**config.mk**
```make
export PLATFORM = sky130hd
export DESIGN_NAME = uart_rx_packet
export DESIGN_NICKNAME = d
export VERILOG_FILES = /design/src/rtl/uart_rx_packet.sv
export SDC_FILE = /design/constraint.sdc
export NUM_CORES = 1
export LEC_CHECK = 0
export BUFFER_PORTS_ARGS = -buffer_cell sky130_fd_sc_hd__buf_2
export CORE_ASPECT_RATIO = 0.9
export CORE_UTILIZATION = 62
export CTS_CLUSTER_SIZE = 40
export DETAILED_ROUTE_END_ITERATION = 10
export HOLD_SLACK_MARGIN = 0.08
export PLACE_DENSITY = 0.83
export SLEW_MARGIN = 10
export SYNTH_ARGS = -nofsm -noshare
export SYNTH_HDL_FRONTEND = slang
export SYNTH_SLANG_ARGS = --single-unit
export TNS_END_PERCENT = 50
```
**constraint.sdc**
```tcl
create_clock -name clk -period 2.95 [get_ports clk]
set_clock_uncertainty 0.05 [all_clocks]
set_input_delay 0.7375 -clock clk [delete_from_list [all_inputs] [get_ports clk]]
set_output_delay 0.7375 -clock clk [all_outputs]
set_load 0.01 [all_outputs]
```
**src/rtl/uart_rx_packet.sv**
```systemverilog
// uart_rx_packet
// UART receiver and packet decoder for the ball-balancer command link.
// Recovers 8N1 bytes from an oversampled serial line and assembles
// HEADER, X_LO, X_HI, Y_LO, Y_HI packets into a new X/Y setpoint pair.
// Optional feature macro: CHECKSUM_EN adds a sixth byte holding the
// mod-256 sum of the four payload bytes; without it checksum_error is 0.

module uart_rx_packet #(
    parameter int          OVERSAMPLE = 16,
    parameter logic [7:0]  HEADER     = 8'hA5
) (
    input  logic        clk,
    input  logic        reset,
    input  logic        sample_tick,
    input  logic        rx_in,
    output logic [15:0] set_x_out,
    output logic [15:0] set_y_out,
    output logic        packet_valid,
    output logic        framing_error,
    output logic        checksum_error
);

    localparam int CW = $clog2(OVERSAMPLE);

    // Tick count at which the start bit (half period) and the data/stop
    // bits (full period) are sampled.
    localparam logic [CW-1:0] TICK_HALF_LAST = CW'(OVERSAMPLE / 2 - 1);
    localparam logic [CW-1:0] TICK_FULL_LAST = CW'(OVERSAMPLE - 1);

    typedef enum logic [2:0] {
        BIT_IDLE,
        BIT_START,
        BIT_DATA,
        BIT_STOP,
        BIT_BREAK
    } bit_state_t;

    typedef enum logic [2:0] {
        PKT_HUNT,
        PKT_X_LO,
        PKT_X_HI,
        PKT_Y_LO,
        PKT_Y_HI
`ifdef CHECKSUM_EN
        , PKT_CHK
`endif
    } pkt_state_t;

    // Synchronizer flops
    logic rx_meta_q, rx_meta_d;
    logic rx_sync_q, rx_sync_d;

    // Bit-level receiver state
    bit_state_t    bit_state_q, bit_state_d;
    logic [CW-1:0] tick_cnt_q, tick_cnt_d;
    logic [2:0]    bit_idx_q, bit_idx_d;
    logic [7:0]    shift_q, shift_d;
    logic          byte_strobe_q, byte_strobe_d;
    logic          framing_error_q, framing_error_d;

    // Packet-level state and payload staging
    pkt_state_t    pkt_state_q, pkt_state_d;
    logic [7:0]    x_lo_q, x_lo_d;
    logic [7:0]    x_hi_q, x_hi_d;
    logic [7:0]    y_lo_q, y_lo_d;
`ifdef CHECKSUM_EN
    logic [7:0]    y_hi_q, y_hi_d;
    logic [7:0]    chk_sum;
    logic          checksum_error_q, checksum_error_d;
`endif

    // Published setpoints and completion strobe
    logic [15:0]   set_x_q, set_x_d;
    logic [15:0]   set_y_q, set_y_d;
    logic          packet_valid_q, packet_valid_d;

    // Two-flop synchronizer: the raw line is asynchronous to clk.
    always_comb begin
        rx_meta_d = rx_in;
        rx_sync_d = rx_meta_q;
    end

    // Synchronizer registers; reset to the idle-high line level.
    always_ff @(posedge clk) begin
        if (reset) begin
            rx_meta_q <= 1'b1;
            rx_sync_q <= 1'b1;
        end else begin
            rx_meta_q <= rx_meta_d;
            rx_sync_q <= rx_sync_d;
        end
    end

    // Bit FSM next-state: only sample_tick edges move the receiver along.
    always_comb begin
        bit_state_d     = bit_state_q;
        tick_cnt_d      = tick_cnt_q;
        bit_idx_d       = bit_idx_q;
        shift_d         = shift_q;
        byte_strobe_d   = 1'b0;
        framing_error_d = 1'b0;

        if (sample_tick) begin
            case (bit_state_q)
                BIT_IDLE: begin
                    if (!rx_sync_q) begin
                        tick_cnt_d  = '0;
                        bit_state_d = BIT_START;
                    end
                end

                BIT_START: begin
                    if (tick_cnt_q == TICK_HALF_LAST) begin
                        tick_cnt_d = '0;
                        if (!rx_sync_q) begin
                            bit_idx_d   = 3'd0;
                            bit_state_d = BIT_DATA;
                        end else begin
                            bit_state_d = BIT_IDLE;
                        end
                    end else begin
                        tick_cnt_d = tick_cnt_q + CW'(1);
                    end
                end

                BIT_DATA: begin
                    if (tick_cnt_q == TICK_FULL_LAST) begin
                        tick_cnt_d         = '0;
                        shift_d[bit_idx_q] = rx_sync_q;
                        if (bit_idx_q == 3'd7) begin
                            bit_state_d = BIT_STOP;
                        end else begin
                            bit_idx_d = bit_idx_q + 3'd1;
                        end
                    end else begin
                        tick_cnt_d = tick_cnt_q + CW'(1);
                    end
                end

                BIT_STOP: begin
                    if (tick_cnt_q == TICK_FULL_LAST) begin
                        tick_cnt_d = '0;
                        if (rx_sync_q) begin
                            byte_strobe_d = 1'b1;
                            bit_state_d   = BIT_IDLE;
                        end else begin
                            framing_error_d = 1'b1;
                            bit_state_d     = BIT_BREAK;
                        end
                    end else begin
                        tick_cnt_d = tick_cnt_q + CW'(1);
                    end
                end

                BIT_BREAK: begin
                    if (rx_sync_q) begin
                        bit_state_d = BIT_IDLE;
                    end
                end

                default: begin
                    bit_state_d = BIT_IDLE;
                    tick_cnt_d  = '0;
                end
            endcase
        end
    end

    // Bit FSM registers; reset abandons any byte in flight.
    always_ff @(posedge clk) begin
        if (reset) begin
            bit_state_q     <= BIT_IDLE;
            tick_cnt_q      <= '0;
            bit_idx_q       <= 3'd0;
            shift_q         <= 8'h00;
            byte_strobe_q   <= 1'b0;
            framing_error_q <= 1'b0;
        end else begin
            bit_state_q     <= bit_state_d;
            tick_cnt_q      <= tick_cnt_d;
            bit_idx_q       <= bit_idx_d;
            shift_q         <= shift_d;
            byte_strobe_q   <= byte_strobe_d;
            framing_error_q <= framing_error_d;
        end
    end

`ifdef CHECKSUM_EN
    // Running sum of the staged payload, compared with the trailing byte.
    always_comb begin
        chk_sum = x_lo_q + x_hi_q + y_lo_q + y_hi_q;
    end
`endif

    // Packet FSM next-state: consumes one received byte per strobe and
    // only publishes the setpoints once a whole packet has been accepted.
    always_comb begin
        pkt_state_d    = pkt_state_q;
        x_lo_d         = x_lo_q;
        x_hi_d         = x_hi_q;
        y_lo_d         = y_lo_q;
        set_x_d        = set_x_q;
        set_y_d        = set_y_q;
        packet_valid_d = 1'b0;
`ifdef CHECKSUM_EN
        y_hi_d           = y_hi_q;
        checksum_error_d = 1'b0;
`endif

        if (framing_error_q) begin
            pkt_state_d = PKT_HUNT;
        end else if (byte_strobe_q) begin
            case (pkt_state_q)
                PKT_HUNT: begin
                    if (shift_q == HEADER) begin
                        pkt_state_d = PKT_X_LO;
                    end
                end

                PKT_X_LO: begin
                    x_lo_d      = shift_q;
                    pkt_state_d = PKT_X_HI;
                end

                PKT_X_HI: begin
                    x_hi_d      = shift_q;
                    pkt_state_d = PKT_Y_LO;
                end

                PKT_Y_LO: begin
                    y_lo_d      = shift_q;
                    pkt_state_d = PKT_Y_HI;
                end

                PKT_Y_HI: begin
`ifdef CHECKSUM_EN
                    y_hi_d      = shift_q;
                    pkt_state_d = PKT_CHK;
`else
                    set_x_d        = {x_hi_q, x_lo_q};
                    set_y_d        = {shift_q, y_lo_q};
                    packet_valid_d = 1'b1;
                    pkt_state_d    = PKT_HUNT;
`endif
                end

`ifdef CHECKSUM_EN
                PKT_CHK: begin
                    if (shift_q == chk_sum) begin
                        set_x_d        = {x_hi_q, x_lo_q};
                        set_y_d        = {y_hi_q, y_lo_q};
                        packet_valid_d = 1'b1;
                    end else begin
                        checksum_error_d = 1'b1;
                    end
                    pkt_state_d = PKT_HUNT;
                end
`endif

                default: begin
                    pkt_state_d = PKT_HUNT;
                end
            endcase
        end
    end

    // Packet FSM and output registers; reset drops any partial packet.
    always_ff @(posedge clk) begin
        if (reset) begin
            pkt_state_q    <= PKT_HUNT;
            x_lo_q         <= 8'h00;
            x_hi_q         <= 8'h00;
            y_lo_q         <= 8'h00;
            set_x_q        <= 16'h0000;
            set_y_q        <= 16'h0000;
            packet_valid_q <= 1'b0;
        end else begin
            pkt_state_q    <= pkt_state_d;
            x_lo_q         <= x_lo_d;
            x_hi_q         <= x_hi_d;
            y_lo_q         <= y_lo_d;
            set_x_q        <= set_x_d;
            set_y_q        <= set_y_d;
            packet_valid_q <= packet_valid_d;
        end
    end

`ifdef CHECKSUM_EN
    // Checksum-only registers.
    always_ff @(posedge clk) begin
        if (reset) begin
            y_hi_q           <= 8'h00;
            checksum_error_q <= 1'b0;
        end else begin
            y_hi_q           <= y_hi_d;
            checksum_error_q <= checksum_error_d;
        end
    end

    assign checksum_error = checksum_error_q;
`else
    assign checksum_error = 1'b0;
`endif

    assign set_x_out     = set_x_q;
    assign set_y_out     = set_y_q;
    assign packet_valid  = packet_valid_q;
    assign framing_error = framing_error_q;

endmodule

```
==> run_results.csv, run 1 <==
group,metric,value,unit
status,outcome,"complete, no violations",
critical_path,worstSetupStartpointType,"flip-flop",
clocking,clockBufferDepth,2,
timing,timing.hold.ws,0.373,ns
clocking,cts_tree,"yes",
global_route,grt_util_met2,38.8,%
global_route,grt_use_met1,34.7,%
finish,fin_cells,477,
yosys,ys.flop_type,"dfxtp_1",
yosys,avgSynthCellArea,8.76,µm²
die,fp.dieH,71.9,µm
die,die_w,79.6,µm
yosys,synth_edf_count,0,
route,drtIter0Drc,175,
finish,diodes,0,
job,cap_violations,0,
clocking,post_cts_buffers,0,
clocking,cts_sinks,82,
global_route,use_met3,9.30,%
global_route,grt_max_degree,52,
critical_path,crit_path_end,"shift_q[2]",
critical_path,crit_arrival,2.11,ns
route,num_vias,2693,
critical_path,crit_start,"bit_state_q[1]",
route,ant_nets,0,
timing,rsz0062_at_grt,"false",
place,placed_cells,461,
worst_hold_path,min_path_type,"reg2reg",
route,wl_per_cell,14.4,µm
timing,post-route-period-util,65.3,%
clocking,cts_resized,0,
critical_path,regToRegSetupSlack,1.02,ns
timing,max_freq,519,MHz
critical_path,endpoint_kind,"flip-flop",
timing,setup_viol,0,
yosys,ys_ff_latch,82,
global_route,grt_pass1_wl,11300,µm
yosys,syn-num-nets,391,
timing,tightestPinTransition,0.746,ns
pwr,total_power,0.00188,W
timing,fin_crit,1.93,ns
critical_path,crit_fanout,17,
global_route,antenna_found_initial,0,
finish,final_common_cell,"dfxtp_1",
finish,final_cell_mix,"dfxtp_1, nand2_1, a21oi_1",
critical_path,r2r_start,"bit_state_q[1]",
finish,drive_gt1_share,14.6,%
timing,slew-limit-headroom,49.9,%
critical_path,required,3.13,ns
route,firstDrtPassIters,4,
timing,maxSlewViolCount,0,
yosys,synth_area,0.00336,mm²
clocking,clock_latency,0.35,ns
global_route,grt_overflow,0,
critical_path,reg2reg_depth,4,
critical_path,r2r-end,"shift_q[2]",
global_route,busiest_layer,"met2",
clocking,cts.hold.buffers_added,0,
route,routed_wl,6860,µm
global_route,grt_use_total,25.7,%
die,core-area,0.00522,mm²
route,vias_per_cell,5.65,
route,drc,0,
place,hpwlAfterDp,4310,µm
global_route,first_global_vias,2392,
clocking,clk_pin_slew,0.08,ns
clocking,cts_root_buffer,"clkbuf_8",
yosys,yosysUniqueCellTypes,47,
place,portBuffers,37,
pwr,leakage,1.50,nW
yosys,netlist_instances,384,
yosys,yosysSeqAreaShare,48.8,%
timing,fin_tns_setup,0,ns
pwr,power_density,511,mW/mm²
die,num_rows,25,
yosys,ys.warnings.count,0,
yosys,synthArstFlopShare,0,%
clocking,htree_levels,3,
die,fp.dieArea,0.00572,mm²
finish,nets,412,
pwr,ir_drop,0.000360,V
die,io-pin-count,39,
critical_path,critical_path_class,"reg2reg",
clocking,cts_made_buffers,9,
timing,hold_viol_final,0,
place,place.gp.congestion,0.831,
finish,area_growth,9.75,%
die,start_util,64.4,%
synth_stat cells, types with 3 or more instances:
library cell / count / area share (%)
nand2b_1: 4 / 0.74
nand3_1: 4 / 0.60
nor3_1: 6 / 0.89
nand3b_1: 4 / 0.89
nor2_1: 42 / 4.7
nand4_1: 10 / 1.9
ha_1: 3 / 1.1
inv_1: 3 / 0.33
a21oi_1: 45 / 6.7
mux2i_1: 34 / 10
nand2_1: 68 / 7.6
nor3b_1: 4 / 0.89
clkbuf_1: 13 / 1.5
buf_4: 3 / 0.67
dfxtp_1: 82 / 49
o21ai_0: 8 / 1.2
buf_2: 12 / 1.8
power breakdown:
group | switching [W] | leakage, nW | internal, W
Clock | 0.000408 | 0.0762 | 0.000310
Sequential | 0.00000985 | 0.661 | 0.00111
Combinational | 0.0000307 | 0.762 | 0.0000159
Total | 0.000448 | 1.50 | 0.00144
registers in the layout, summed over array words and instances, names as in the netlist:
name / flops
shift_q: 8
pkt_state_q: 3
rx_meta_q: 1
rx_sync_q: 1
byte_strobe_q: 1
y_lo_q: 8
x_lo_q: 8
set_y_out: 16
framing_error: 1
set_x_out: 16
x_hi_q: 8
tick_cnt_q: 4
bit_state_q: 3
bit_idx_q: 3
packet_valid: 1
stage by stage:
step	instance area, µm²	setup WS, ns	util (%)
floorplan	3360	1.32	-
global placement	3520	1.13	67.4
detailed placement	3520	1.02	67.4
CTS	3690	1.09	70.7
global route	3690	0.906	70.7
finish	3690	1.02	70.7
cell families (layout without fill, tap and decap cells):
| group | count (synthesis) | after routing | share of synthesized area [%] |
|---|---|---|---|
| adder cells (fa/ha/maj) | 3 | 3 | 1.12 |
| buffers and inverters | 33 | 59 | 4.72 |
| XOR/XNOR | 2 | 2 | 0.521 |
| flip-flops | 82 | 82 | 48.8 |
| AO/OA/AOI/OAI | 63 | 63 | 10.3 |
| AND/OR/NAND/NOR | 166 | 166 | 24.3 |
| other | 1 | 1 | 0.112 |
| multiplexers | 34 | 34 | 10.1 |
metal layers:
layer | vias to the layer above | share of wire [%]
met4 | 0 | 1.2
met3 | 10 | 5.0
li1 | 1356 | -
met5 | - | 0
met1 | 1269 | 47
met2 | 58 | 47
cell type report:
type	instances	area, µm²
Sequential cell	82	1640
Tap cell	67	83.8
Inverter	3	11.3
Fill cell	422	1530
Multi-Input combinational cell	269	1560
Clock buffer	11	131
Clock inverter	5	40.0
Timing Repair Buffer	40	220
how the worst min path moves through the flow:
stage / start / end / cells past startpoint
2_1_floorplan: rx_meta_q / rx_sync_q / 1
3_3_place_gp: rx_meta_q / rx_sync_q / 1
3_5_place_dp: rx_meta_q / rx_sync_q / 1
4_1_cts: rx_meta_q / rx_sync_q / 1
5_1_grt: rx_meta_q / rx_sync_q / 1
6_report: rx_meta_q / rx_sync_q / 1
worst max-delay path: stages (launching register included):
cell	delay (ns)
dfxtp_1	0.63
nor3b_2	0.61
nand4_1	0.24
mux2i_1	0.21
nor2_1	0.07
(Power assumes the default switching activity.)
==> run 2: changes to the inputs <==
- ABC_AREA: unset -> 1
- CORE_UTILIZATION: 62 -> 52
- PLACE_DENSITY: 0.83 -> 0.74
- clock period: 2.95 -> 1.7 ns (I/O delays scaled with it)
==> run_results.csv, run 2 <==
group,metric,value,unit
die,num_rows,27,
route,routed_wl,6660,µm
critical_path,critical_path_class,"reg2reg",
timing,fin_crit,1.50,ns
die,start_util,54.8,%
clocking,cts_root_buffer,"clkbuf_8",
yosys,synth_area_leaders,"dfxtp_1, nor2_1, o21ai_0",
route,firstDrtPassIters,4,
timing,setup_viol,0,
timing,post-route-period-util,88.1,%
place,place.gp.congestion,0.874,
clocking,cts_tree,"yes",
timing,hold_viol_final,0,
finish,area_growth,12.8,%
timing,maxSlewViolCount,0,
yosys,syn-num-nets,456,
finish,final_cell_mix,"nor2_1, dfxtp_1, o21ai_0",
die,fp.dieH,78.8,µm
yosys,yosysSeqAreaShare,48.2,%
yosys,synth_top_area_share,48.2,%
global_route,grt_use_total,21.2,%
pwr,leakage,1.69,nW
die,core-area,0.00622,mm²
critical_path,path_cells,"ha_1, ha_1, nand3b_1, nand2_1, nor2_2, nand3_1, nand2_1, nor2_1",
global_route,grt_pass1_wl,11400,µm
global_route,grt_overflow,0,
timing,fin_tns_setup,0,ns
die,io-pin-count,39,
yosys,netlist_instances,449,
place,hpwlAfterDp,4600,µm
global_route,antenna_found_initial,0,
yosys,avgSynthCellArea,7.59,µm²
pwr,power_density,1010,mW/mm²
route,ant_nets,0,
yosys,yosysUniqueCellTypes,28,
critical_path,regToRegSetupSlack,0.20,ns
yosys,yosys-top-cells-count,"nor2_1, dfxtp_1, o21ai_0",
clocking,cts_resized,0,
critical_path,critical-path-slowest-cell,"dfxtp_1",
clocking,htree_levels,3,
clocking,cts_sinks,82,
timing,max_freq,668,MHz
critical_path,crit_arrival,1.70,ns
place,portBuffers,37,
route,drtIter0Drc,164,
yosys,ys.warnings.count,0,
clocking,cts_made_buffers,9,
critical_path,crit_fanout,6,
die,fp.dieArea,0.00688,mm²
status,outcome,"complete, no violations",
finish,final_common_cell,"nor2_1",
finish,fin_cells,577,
global_route,grt_max_degree,57,
clocking,clk_pin_slew,0.08,ns
route,num_vias,2871,
timing,rsz0062_at_grt,"false",
place,placed_cells,561,
clocking,post_cts_buffers,0,
critical_path,worstSetupStartpointType,"flip-flop",
finish,drive_gt1_share,17.1,%
yosys,synth_most_common_cell,"nor2_1",
job,cap_violations,0,
die,die_w,87.3,µm
yosys,synth_edf_count,0,
yosys,ys_ff_latch,82,
yosys,synth_top_cell_by_area,"dfxtp_1",
route,vias_per_cell,4.98,
pwr,ir_drop,0.000735,V
worst_hold_path,min_path_type,"in2reg",
yosys,ys.flop_type,"dfxtp_1",
finish,nets,492,
critical_path,endpoint_kind,"flip-flop",
clocking,clockBufferDepth,2,
critical_path,required,1.91,ns
route,drc,0,
global_route,first_global_vias,2544,
clocking,clock_latency,0.35,ns
yosys,synth_area,0.00341,mm²
yosys,synthArstFlopShare,0,%
timing,timing.hold.ws,0.196,ns
critical_path,crit_path_max_incr_delay,0.41,ns
finish,diodes,0,
route,wl_per_cell,11.5,µm
clocking,cts.hold.buffers_added,0,
run 2: power by group:
group          leakage (nW)  total, W  switching (W)  internal (W)
Combinational         0.932  0.000435       0.000297      0.000138
Clock                0.0962   0.00142       0.000730      0.000688
Sequential            0.661   0.00201      0.0000554       0.00196
run 2: logic make-up after synthesis:
logic type	after synthesis	share of synthesized area (%)
adder cells (fa/ha/maj)	3	1.10
AO/OA/AOI/OAI	94	13.8
other	1	0.110
AND/OR/NAND/NOR	211	28.1
buffers and inverters	57	8.41
XOR/XNOR	1	0.257
flip-flops	82	48.2
run 2: final timing paths:
path / startpoint / endpoint / depth (start not counted)
worst max-delay path: bit_idx_q[1] / bit_state_q[1] / 8
worst min-delay path: rx_in / rx_meta_q / 2
worst max register to register: bit_idx_q[1] / bit_state_q[1] / 8
worst min register to register: rx_meta_q / rx_sync_q / 1
run 2: layer usage:
layer | vias up | track usage (%) | share of wire [%]
met5 | - | 0 | 0
li1 | 1521 | - | -
met4 | 0 | 5.90 | 0.66
met1 | 1269 | 28.0 | 49
met3 | 4 | 6.44 | 5.6
met2 | 77 | 33.6 | 45
run 2: through the flow:
| step | worst slack, ns | utilization, % | power [W] | area [µm²] |
|---|---|---|---|---|
| after global routing | 0.0540 | 61.8 | 0.00405 | 3840 |
| after global placement | 0.298 | 58.6 | 0.00248 | 3640 |
| after floorplan | 0.364 | - | 0.00240 | 3410 |
| after detailed placement | 0.253 | 58.6 | 0.00248 | 3640 |
| after CTS | 0.226 | 61.8 | 0.00389 | 3840 |
| final | 0.203 | 61.8 | 0.00387 | 3840 |
run 2: final cells by class:
cell class | count | area, µm²
sequential | 82 | 1640
inverter | 36 | 136
timing repair buffer | 46 | 278
clock inverter | 7 | 76.3
tap | 87 | 109
clock buffer | 9 | 124
fill | 574 | 2370
multi-input combinational | 310 | 1480
run 2: worst max-delay path: cells and delay by family (launching register included):
family	cells	cell delay (ns)
adders and majority gates	2	0.31
and+or+nand+nor	6	0.63
DFF	1	0.41
==> run 3: changes to the inputs <==
- RECOVER_POWER: unset -> 25
==> run_results.csv, run 3 (synthesized netlist as in run 2, its figures left out) <==
group,metric,value,unit
die,num_rows,27,
pwr,power_density,1020,mW/mm²
job,cap_violations,0,
clocking,cts_root_buffer,"clkbuf_8",
die,fp.dieH,78.8,µm
critical_path,path_delay_family,"simple AND/OR/NAND/NOR gates",
timing,maxSlewViolCount,0,
worst_hold_path,holdPathEnd,"rx_meta_q",
critical_path,r2r-end,"bit_state_q[1]",
finish,seq_area,0.00164,mm²
global_route,grt_use_total,21.2,%
finish,nFillCells,583,
die,start_util,54.8,%
die,fp.dieArea,0.00688,mm²
place,place.gp.congestion,0.874,
clocking,cts_made_buffers,9,
timing,hold_viol_final,0,
clocking,clock_latency,0.36,ns
finish,final_common_cell,"nor2_1",
critical_path,required,1.91,ns
place,dpl_cell_area,0.00364,mm²
worst_hold_path,min_path_type,"in2reg",
critical_path,reg2reg_depth,8,
clocking,post_cts_buffers,0,
critical_path,crit_arrival,1.70,ns
clocking,cts_sinks,82,
timing,fin_tns_setup,0,ns
timing,fin_crit,1.49,ns
global_route,antenna_found_initial,0,
finish,final_cell_mix,"nor2_1, dfxtp_1, o21ai_0",
status,outcome,"complete, no violations",
clocking,htree_levels,3,
global_route,grt_pass1_wl,11400,µm
die,core-area,0.00622,mm²
global_route,grt_max_degree,57,
timing,tightestPinTransition,0.536,ns
critical_path,critical_path_class,"reg2reg",
finish,area_growth,11.9,%
pwr,leakage,1.59,nW
finish,drive_gt1_share,12.0,%
global_route,first_global_vias,2544,
clocking,cts.hold.buffers_added,0,
pwr,ir_drop,0.000738,V
critical_path,critical-path-slowest-cell,"dfxtp_1",
finish,fin_area,0.00381,mm²
critical_path,endpoint_kind,"flip-flop",
route,drc,0,
critical_path,regToRegSetupSlack,0.21,ns
route,firstDrtPassIters,5,
clocking,cts_resized,0,
place,hpwlAfterDp,4600,µm
worst_hold_path,holdPathStages,2,
route,num_vias,2852,
timing,rsz0062_at_grt,"false",
route,drtIter0Drc,141,
clocking,cts_tree,"yes",
route,vias_per_cell,4.94,
die,io-pin-count,39,
route,wl_per_cell,11.6,µm
place,portBuffers,37,
worst_hold_path,min_from,"rx_in",
critical_path,worstSetupStartpointType,"flip-flop",
clocking,clockBufferDepth,2,
finish,final_util,61.3,%
route,routed_wl,6720,µm
global_route,grt_overflow,0,
timing,max_freq,672,MHz
clocking,clk_pin_slew,0.08,ns
timing,slew-limit-headroom,64.2,%
finish,nets,492,
critical_path,r2r_start,"bit_idx_q[1]",
critical_path,crit_path_max_incr_delay,0.41,ns
critical_path,path_cells,"ha_1, ha_1, nand3b_1, nand2_1, nor2_2, nand3_1, nand2_1, nor2_1",
die,die_w,87.3,µm
finish,multiInputGateArea,0.00148,mm²
route,ant_nets,0,
critical_path,critPathBufInv,0,
finish,diodes,0,
timing,post-route-period-util,87.6,%
critical_path,crit_fanout,6,
timing,setup_viol,0,
run 3: cell types whose count changed in the layout (fill, tap and decap cells not counted):
cell | before | now
inv_1 | 31 | 32
clkbuf_1 | 0 | 24
inv_2 | 4 | 3
buf_2 | 37 | 14
buf_4 | 7 | 6
run 3: worst max path at each step:
stage             startpoint              to  slack, ns  cells past startpoint
6_report        bit_idx_q[1]  bit_state_q[1]       0.21                      8
5_1_grt        tick_cnt_q[1]  bit_state_q[2]       0.05                      8
4_1_cts         bit_idx_q[1]    bit_idx_q[1]       0.23                      8
3_5_place_dp    bit_idx_q[1]    bit_idx_q[1]       0.25                      8
2_1_floorplan   bit_idx_q[1]    bit_idx_q[2]       0.36                      8
3_3_place_gp    bit_idx_q[1]    bit_idx_q[1]       0.30                      8
run 3: area by class of cell:
type                    count  share of cell area [%]
well taps                  87                    2.86
clock buffers               9                    3.25
clock inverters             7                    2.00
repair buffers             46                    6.43
multi-input cells         310                    38.8
flip-flops and latches     82                    43.1
inverters                  36                    3.58
run 3: layer usage:
metal | share of wire (%) | GRT usage [%] | vias up
met5 | 0 | 0 | -
met4 | 0.88 | 5.90 | 0
met3 | 5.9 | 6.44 | 6
met2 | 44 | 33.6 | 71
met1 | 49 | 28.0 | 1252
li1 | - | - | 1523
run 3: power breakdown:
part	internal, W	switching, W	total [W]
logic	0.000137	0.000296	0.000433
clock network	0.000688	0.000736	0.00142
registers	0.00196	0.0000555	0.00201
total	0.00278	0.00109	0.00387
run 3: worst reg2reg max path, delay by kind of cell (launching register included):
family | cells | cell delay (ns)
AND/OR/NAND/NOR | 6 | 0.61
flip-flops | 1 | 0.41
adder cells (fa/ha/maj) | 2 | 0.31
run 3: per-stage QoR:
stage | setup slack (ns) | total power (W) | cells | hold slack (ns)
2_1_floorplan | 0.364 | 0.00240 | 449 | 0.339
3_3_place_gp | 0.298 | 0.00248 | 561 | 0.343
3_5_place_dp | 0.253 | 0.00248 | 561 | 0.346
4_1_cts | 0.226 | 0.00389 | 577 | 0.183
5_1_grt | 0.0532 | 0.00405 | 577 | 0.187
6_report | 0.211 | 0.00387 | 577 | 0.192
